--- config.mk ---
export PLATFORM = sky130hd
export DESIGN_NAME = fifo_ctrl_flat
export DESIGN_NICKNAME = d
export VERILOG_FILES = /design/src/rtl/fifo_ctrl_if.sv /design/src/rtl/fifo_ctrl.sv /design/src/flat_wrapper.sv
export SDC_FILE = /design/constraint.sdc
export NUM_CORES = 1
export LEC_CHECK = 0
export ABC_AREA = 1
export CAP_MARGIN = 20
export CORE_MARGIN = 2
export CORE_UTILIZATION = 40
export CTS_BUF_LIST = sky130_fd_sc_hd__clkbuf_8
export CTS_CLUSTER_SIZE = 25
export DETAILED_ROUTE_END_ITERATION = 10
export DONT_BUFFER_PORTS = 1
export GPL_TIMING_DRIVEN = 0
export PLACE_DENSITY = 0.57
export RECOVER_POWER = 25
export REMOVE_ABC_BUFFERS = 1
export SETUP_SLACK_MARGIN = 0.1
export SYNTH_ARGS = -nofsm -noshare
export SYNTH_HDL_FRONTEND = slang
export SYNTH_SLANG_ARGS = --single-unit
--- constraint.sdc ---
create_clock -name clock -period 6.4 [get_ports clock]
set_input_delay 0.96 -clock clock [delete_from_list [all_inputs] [get_ports clock]]
set_output_delay 0.96 -clock clock [all_outputs]
set_load 0.05 [all_outputs]
--- src/rtl/fifo_ctrl_if.sv ---
// fifo_ctrl_if: bundles the user-side push/pop signals and the RAM-side
// dual-port signals of the FIFO controller.
//   master - the FIFO controller (initiator on the RAM port)
//   slave  - the surrounding logic: user logic plus the dual-port RAM
interface fifo_ctrl_if #(
    parameter int mem_depth = 32,
    parameter int size      = 8
);
    localparam int AW = $clog2(mem_depth);

    // User side
    logic            write;
    logic            read;
    logic [size-1:0] data_in;
    logic [size-1:0] data_out;
    logic            rd_valid;
    logic            full;
    logic            empty;
    logic [AW:0]     use_dw;
    logic            overflow;
    logic            underflow;

    // RAM side
    logic [size-1:0] ram_data_in;
    logic            ram_wren;
    logic            ram_rden;
    logic [AW-1:0]   ram_wraddress;
    logic [AW-1:0]   ram_rdaddress;
    logic [size-1:0] ram_data_out;

    modport master (
        input  write, read, data_in, ram_data_out,
        output data_out, rd_valid, full, empty, use_dw, overflow, underflow,
        output ram_data_in, ram_wren, ram_rden, ram_wraddress, ram_rdaddress
    );

    modport slave (
        output write, read, data_in, ram_data_out,
        input  data_out, rd_valid, full, empty, use_dw, overflow, underflow,
        input  ram_data_in, ram_wren, ram_rden, ram_wraddress, ram_rdaddress
    );
endinterface

--- src/rtl/fifo_ctrl.sv ---
// fifo_ctrl: synchronous FIFO controller driving an external dual-port RAM.
// Turns push/pop requests into RAM write/read strobes and addresses, and
// tracks pointers, occupancy and full/empty status. The RAM is the data
// path: write data passes straight to it, and its registered read data is
// returned to the user one cycle after an accepted pop, with rd_valid.
module fifo_ctrl #(
    parameter int mem_depth = 32,
    parameter int size      = 8
) (
    input  logic        clock,
    input  logic        reset_n,
    fifo_ctrl_if.master bus
);
    localparam int AW = $clog2(mem_depth);

    localparam logic [AW:0] C_DEPTH    = (AW+1)'(mem_depth);
    localparam logic [AW:0] C_DEPTH_M1 = (AW+1)'(mem_depth - 1);
    localparam logic [AW:0] C_ONE      = (AW+1)'(1);

    // Encoding chosen so that full and empty are each a single state bit.
    typedef enum logic [1:0] {
        S_PARTIAL = 2'b00,
        S_EMPTY   = 2'b01,
        S_FULL    = 2'b10
    } state_t;

    state_t          r_state;
    logic [AW-1:0]   r_wr_ptr;
    logic [AW-1:0]   r_rd_ptr;
    logic [AW:0]     r_use_dw;
    logic            r_rd_valid;
    logic            r_overflow;
    logic            r_underflow;

    logic            w_full;
    logic            w_empty;
    logic            w_push_ok;
    logic            w_pop_ok;
    logic [AW:0]     w_push_inc;
    logic [AW:0]     w_pop_dec;

    // ------------------------------------------------------------------
    // Acceptance, from registered state only.
    // A push is accepted when full only if a pop frees a slot in the same
    // cycle; a pop is never accepted when empty, so there is no bypass of
    // fresh write data straight to the read side.
    // ------------------------------------------------------------------
    assign w_full     = r_state[1];
    assign w_empty    = r_state[0];
    assign w_push_ok  = bus.write & (~w_full | bus.read);
    assign w_pop_ok   = bus.read & ~w_empty;
    assign w_push_inc = {{AW{1'b0}}, w_push_ok};
    assign w_pop_dec  = {{AW{1'b0}}, w_pop_ok};

    // RAM strobes are gated by reset so nothing is written or read while
    // the controller is held in reset, even if requests are asserted.
    assign bus.ram_wren      = w_push_ok & reset_n;
    assign bus.ram_rden      = w_pop_ok & reset_n;
    assign bus.ram_wraddress = r_wr_ptr;
    assign bus.ram_rdaddress = r_rd_ptr;
    assign bus.ram_data_in   = bus.data_in;

    // User-side outputs
    assign bus.data_out  = bus.ram_data_out;
    assign bus.rd_valid  = r_rd_valid;
    assign bus.full      = w_full;
    assign bus.empty     = w_empty;
    assign bus.use_dw    = r_use_dw;
    assign bus.overflow  = r_overflow;
    assign bus.underflow = r_underflow;

    // Read/write pointers advance on accepted operations and wrap silently.
    // NOTE: non-blocking assignments in clocked blocks so every register
    // samples pre-edge values, independent of block evaluation order.
    // NOTE: only control state is reset; the RAM contents are left as they
    // are and are simply stale after reset, since the pointers restart at 0.
    always_ff @(posedge clock or negedge reset_n) begin
        if (!reset_n) begin
            r_wr_ptr <= '0;
            r_rd_ptr <= '0;
        end else begin
            if (w_push_ok) r_wr_ptr <= r_wr_ptr + 1'b1;
            if (w_pop_ok)  r_rd_ptr <= r_rd_ptr + 1'b1;
        end
    end

    // Occupancy count; push and pop in the same cycle cancel out.
    always_ff @(posedge clock or negedge reset_n) begin
        if (!reset_n) begin
            r_use_dw <= '0;
        end else begin
            r_use_dw <= r_use_dw + w_push_inc - w_pop_dec;
        end
    end

    // Full/empty state machine; full and empty are read directly from the
    // state bits, never from a pointer compare.
    always_ff @(posedge clock or negedge reset_n) begin
        if (!reset_n) begin
            r_state <= S_EMPTY;
        end else begin
            case (r_state)
                S_EMPTY: begin
                    // Only a push can be accepted here.
                    if (w_push_ok) r_state <= S_PARTIAL;
                end
                S_PARTIAL: begin
                    if (w_push_ok && !w_pop_ok && r_use_dw == C_DEPTH_M1)
                        r_state <= S_FULL;
                    else if (w_pop_ok && !w_push_ok && r_use_dw == C_ONE)
                        r_state <= S_EMPTY;
                end
                S_FULL: begin
                    // Push+pop keeps the FIFO full; pop alone frees a slot.
                    if (w_pop_ok && !w_push_ok) r_state <= S_PARTIAL;
                end
                default: r_state <= S_EMPTY;
            endcase
        end
    end

    // Status pulses: read-data valid follows an accepted pop by one cycle;
    // overflow/underflow flag a rejected request for one cycle.
    always_ff @(posedge clock or negedge reset_n) begin
        if (!reset_n) begin
            r_rd_valid  <= 1'b0;
            r_overflow  <= 1'b0;
            r_underflow <= 1'b0;
        end else begin
            r_rd_valid  <= w_pop_ok;
            r_overflow  <= bus.write & ~w_push_ok;
            r_underflow <= bus.read & ~w_pop_ok;
        end
    end

    // Count never exceeds the depth; kept for readability of the bound.
    logic w_unused_depth;
    assign w_unused_depth = ^C_DEPTH;

endmodule

--- src/flat_wrapper.sv ---
// flat-port wrapper written by rule: the top's interface ports become plain ports
module fifo_ctrl_flat 
#(
    parameter int mem_depth = 32,
    parameter int size      = 8
)
  (clock, reset_n, bus_write, bus_read, bus_data_in, bus_ram_data_out, bus_data_out, bus_rd_valid, bus_full, bus_empty, bus_use_dw, bus_overflow, bus_underflow, bus_ram_data_in, bus_ram_wren, bus_ram_rden, bus_ram_wraddress, bus_ram_rdaddress);
  fifo_ctrl_if #(.mem_depth(mem_depth), .size(size)) bus_i ();
  input  logic clock;
  input  logic reset_n;
  input wire logic [$bits(bus_i.write)-1:0] bus_write;
  input wire logic [$bits(bus_i.read)-1:0] bus_read;
  input wire logic [$bits(bus_i.data_in)-1:0] bus_data_in;
  input wire logic [$bits(bus_i.ram_data_out)-1:0] bus_ram_data_out;
  output wire logic [$bits(bus_i.data_out)-1:0] bus_data_out;
  output wire logic [$bits(bus_i.rd_valid)-1:0] bus_rd_valid;
  output wire logic [$bits(bus_i.full)-1:0] bus_full;
  output wire logic [$bits(bus_i.empty)-1:0] bus_empty;
  output wire logic [$bits(bus_i.use_dw)-1:0] bus_use_dw;
  output wire logic [$bits(bus_i.overflow)-1:0] bus_overflow;
  output wire logic [$bits(bus_i.underflow)-1:0] bus_underflow;
  output wire logic [$bits(bus_i.ram_data_in)-1:0] bus_ram_data_in;
  output wire logic [$bits(bus_i.ram_wren)-1:0] bus_ram_wren;
  output wire logic [$bits(bus_i.ram_rden)-1:0] bus_ram_rden;
  output wire logic [$bits(bus_i.ram_wraddress)-1:0] bus_ram_wraddress;
  output wire logic [$bits(bus_i.ram_rdaddress)-1:0] bus_ram_rdaddress;
  assign bus_i.write = bus_write;
  assign bus_i.read = bus_read;
  assign bus_i.data_in = bus_data_in;
  assign bus_i.ram_data_out = bus_ram_data_out;
  assign bus_data_out = bus_i.data_out;
  assign bus_rd_valid = bus_i.rd_valid;
  assign bus_full = bus_i.full;
  assign bus_empty = bus_i.empty;
  assign bus_use_dw = bus_i.use_dw;
  assign bus_overflow = bus_i.overflow;
  assign bus_underflow = bus_i.underflow;
  assign bus_ram_data_in = bus_i.ram_data_in;
  assign bus_ram_wren = bus_i.ram_wren;
  assign bus_ram_rden = bus_i.ram_rden;
  assign bus_ram_wraddress = bus_i.ram_wraddress;
  assign bus_ram_rdaddress = bus_i.ram_rdaddress;
  fifo_ctrl #(.mem_depth(mem_depth), .size(size)) u_core (.clock(clock), .reset_n(reset_n), .bus(bus_i));
endmodule
======== After elaboration in Yosys (flattened, before gate mapping) ========
Cells that the tools add are included.
storage, ports and cells
  output and inout port bits .............. 39
  input bits .............................. 20
  bits in registers ....................... 21
operators by class
  reductions and logical operators ........ 8
  eq/ne operators ......................... 7
  add/subtract/negate cells ............... 4
  bitwise operators ....................... 11
  muxes and demuxes ....................... 5
operators with widths
  cell                   count
  $add A5 B1 Y5 const B  2
  $mux W2                4
  $add A6 B1 Y6          1
  $and A1 B1 Y1          6
  $eq A6 B1 Y1 const B   1
  $eq A6 B5 Y1 const B   1
  $pmux W2 S3            1
  $sub A6 B1 Y6          1
  $logic_and A1 B1 Y1    4
  $ne A2 B1 Y1 const B   2
  $not A1 Y1             4
  $ne A3 B1 Y1 const B   1
  $reduce_and A3 Y1      1
  $eq A2 B1 Y1 const B   1
  $eq A2 B2 Y1 const B   1
  $logic_not A1 Y1       2
  $logic_not A2 Y1       1
  $or A1 B1 Y1           1

======== Logic depth before layout (Yosys ltp) ========
  word-level depth ........................ 9
  gate-level depth with buffers ........... 12
  depth with buffers taken out ............ 12

======== Worst setup path after synthesis ========
OpenSTA, ideal clock, no wires.
  kind .................................... input to output
  from .................................... in bus_read
  to ...................................... out bus_ram_rden
  stages .................................. 2
  path buffers ............................ 0
  slack ................................... 3.757 ns
  required time ........................... 5.440 ns
  arrival time ............................ 1.683 ns
  cells stage by stage .................... nand2_4 nor2_1
on the way
  longest elaborated chain between the ends .. 2
RTL lines
  what                RTL line            source
  start: declaration  flat_wrapper.sv:12  input wire logic [$bits(bus_i.read)-1:0] bus_read;
  $and A1 B1 Y1       fifo_ctrl.sv:51     assign w_pop_ok = bus.read & ~w_empty;
  $and A1 B1 Y1       fifo_ctrl.sv:58     assign bus.ram_rden = w_pop_ok & reset_n;
  end: declaration    flat_wrapper.sv:24  output wire logic [$bits(bus_i.ram_rden)-1:0] bus_ram_rden;
No other way between the ends.

======== Worst setup path in the final report ========
  from .................................... reg u_core.r_state[1]
  to ...................................... out bus_ram_wren
on the way
  longest elaborated chain between the ends .. 4
RTL lines
  what                      RTL line            source
  start: declaration        fifo_ctrl.sv:27     state_t r_state;
  start signal: assignment  fifo_ctrl.sv:100    r_state <= S_EMPTY;
  start signal: assignment  fifo_ctrl.sv:105    if (w_push_ok) r_state <= S_PARTIAL;
  start signal: assignment  fifo_ctrl.sv:109    r_state <= S_FULL;
  $not A1 Y1                fifo_ctrl.sv:50     assign w_push_ok = bus.write & (~w_full | bus.read);
  $or A1 B1 Y1              fifo_ctrl.sv:50
  $and A1 B1 Y1             fifo_ctrl.sv:50
  $and A1 B1 Y1             fifo_ctrl.sv:57     assign bus.ram_wren = w_push_ok & reset_n;
  end: declaration          flat_wrapper.sv:23  output wire logic [$bits(bus_i.ram_wren)-1:0] bus_ram_wren;
No other way between the ends.

==> results.yml <==
layout:
  finalNonFillerCells: 175
  syn2layout_area_growth_pct: -1.42
  n_fill_cell: 323
  drive_gt1_share_pct: 12.2
  stdcell_area_sq_um: 1310
  layout.nets: 169
  antennaDiodeCount: 0
yosys:
  synth_top_flop_cell: "dfrtp_1"
  synth_top_area_share_pct: 37.8
  synth.distinct_cells: 23
  ys_ff_latch: 21
  syn_area_per_cell_sq_um: 9.27
  synth-edff-count: 0
  synth_seq_area_share_pct: 39.8
  synth_warnings: 0
  synth_common_cells: "nand2_1, dfrtp_1, inv_1"
  syn_inst: 143
  synth.most_common_cell: "nand2_1"
  synthesis.area_sq_um: 1330
  yosysTopAreaCell: "dfrtp_1"
  synth_area_leaders: "dfrtp_1, ha_1, buf_4, nand2_1, inv_1"
  synth-async-reset-ratio_pct: 100
routing:
  antenna_left: 0
  postRouteWirelength_mm: 2.27
  dr.pass1.iters: 4
  first_iter_violations: 38
  route.detailed.drc: 0
  routed_via_density: 4.63
  wl_per_cell_um: 13.0
  vias: 810
global_route:
  track_usage_pct: 13.2
  antenna_found_initial: 0
  grt_max_degree: 23
  grt_pass1_vias: 794
  gr-total-overflow: 0
  grt_pass1_wl_mm: 3.58
pwr:
  vdd_ir_drop_max_uv: 169
  power.leakage_nw: 0.676
  p_per_area_nw_per_um2: 643
  finalPower_uw: 840
critical_path:
  critPathCaptureType: "primary output"
  path_max_fanout: 6
  required_ns: 5.44
  path_class: "flop to primary output"
  arrival_ns: 1.90
  startpoint_type: "flop"
outcome:
  status: "complete, no violations"
clock_tree:
  holdBufCountCts: 0
  ctsResizeCount: 0
  post_cts_buffers: 0
  ctsLongestPathBuffers: 2
  cts_tree: "yes"
  root_buffer: "clkbuf_8"
  cts_inserted_buffers: 3
  clock_sinks: 21
  clk-insertion-delay-late_ns: 0.25
  htree_num_levels: 1
  path_clk_slew_ns: 0.08
sta:
  hold_violations: 0
  rsz0062_at_grt: "false"
  finalSetupViolCount: 0
  finClkSkew_ns: 0.00280
  worstMarginPinSlew_ns: 0.887
  finalCritPeriodShare_pct: 44.7
  final-max-slew-violation-count: 0
  whs_ns: 0.392
  fmax_mhz: 350
  final.setup.tns_ns: 0
  relSlewSlack_pct: 40.7
  period_minus_slack_ns: 2.86
floorplan:
  fp.dieW_um: 61.6
  start_util_pct: 42.7
  die_h_um: 61.6
  die_area_sq_um: 3790
  std_cell_rows: 20
  core_area_sq_um: 3100
  pin_count: 59
placed_design:
  place_area_sq_um: 1260
  dp.cells: 171
  numPortBuffers: 0
  post-dp-hpwl_mm: 1.79
  gp_congestion: 0.739
run:
  maxCapViolations: 0
worst_hold_path:
  min_path_type: "input port to asynchronous set/reset pin"
[logic make-up after synthesis]
family                   count (synthesis)  synth area share, %
AO/OA/AOI/OAI                            8                 4.34
buffers and inverters                   39                 15.6
flip-flops                              21                 39.8
XOR/XNOR                                12                 7.93
AND/OR/NAND/NOR                         46                 15.8
adder cells (fa/ha/maj)                 17                 16.6
[sequential cells by signal, summed over array words and instances, names as in the netlist]
| signal | cells |
|---|---|
| u_core.bus.use_dw | 6 |
| u_core.bus.ram_rdaddress | 5 |
| u_core.bus.ram_wraddress | 5 |
| u_core.r_state | 2 |
| u_core.bus.overflow | 1 |
| u_core.bus.rd_valid | 1 |
| u_core.bus.underflow | 1 |
[critical path, cell delays in order, from the launching register on]
cell and delay, ns:
dfrtp_1 0.65, inv_2 0.20, o21ai_2 0.10, nor2_1 0.68
[placed cells by master, fill, tap and decap left out, drive strengths merged]
cell | Yosys | layout
a21oi | 4 | 4
nand3 | 8 | 8
fa | 1 | 1
dfstp | 1 | 1
ha | 16 | 16
xnor2 | 6 | 6
xor2 | 6 | 6
or2 | 1 | 1
clkbuf | 0 | 3
nor2 | 10 | 10
o21ai | 3 | 3
nor3 | 1 | 1
nand4 | 1 | 1
dfrtp | 20 | 20
nand2 | 25 | 25
clkinv | 0 | 1
o21bai | 1 | 1
inv | 23 | 23
[metal layers]
metal | global-route usage (%) | wire, um | vias up | part of all wire (%)
li1 | - | - | 398 | -
met1 | 15.2 | 947 | 375 | 42
met2 | 20.0 | 1100 | 35 | 48
met3 | 6.09 | 200 | 2 | 8.8
met4 | 6.99 | 26 | 0 | 1.1
met5 | 4.29 | 0 | - | 0
[power by group]
group	switching [mW]	total [mW]	internal, mW
Clock	0.0417	0.0849	0.0432
Sequential	0.279	0.475	0.196
Combinational	0.155	0.280	0.125
Total	0.476	0.840	0.364
[per-stage QoR]
| stage | setup slack (ns) | util, % |
|---|---|---|
| after floorplan | 3.76 | - |
| after global placement | 3.72 | 40.6 |
| after detailed placement | 3.71 | 40.6 |
| after CTS | 3.52 | 42.1 |
| after global routing | 3.46 | 42.1 |
| final | 3.54 | 42.1 |
[path summary, 6_finish.rpt]
check / from / cells after the start / slack, ns / end
max: u_core.r_state[1] / 3 / 3.54 / bus_ram_wren
min: reset_n / 0 / 0.39 / u_core.bus.ram_wraddress[2]
max reg2reg: u_core.r_state[0] / 12 / 3.84 / u_core.bus.use_dw[4]
min reg2reg: u_core.r_state[0] / 2 / 0.64 / u_core.r_state[0]
max in group asynchronous: reset_n / 0 / 5.84 / u_core.r_state[0]
min in group clock: u_core.r_state[0] / 2 / 0.64 / u_core.r_state[0]
[cell type report]
type | count | area [sq um] | area share (%)
Clock buffer | 3 | 41.3 | 3.16
Clock inverter | 1 | 5.00 | 0.383
Inverter | 23 | 86.3 | 6.61
Multi-Input combinational cell | 83 | 592 | 45.3
Sequential cell | 21 | 527 | 40.3
Tap cell | 44 | 55.1 | 4.21
Note: power is estimated with default switching activity, not from simulation.
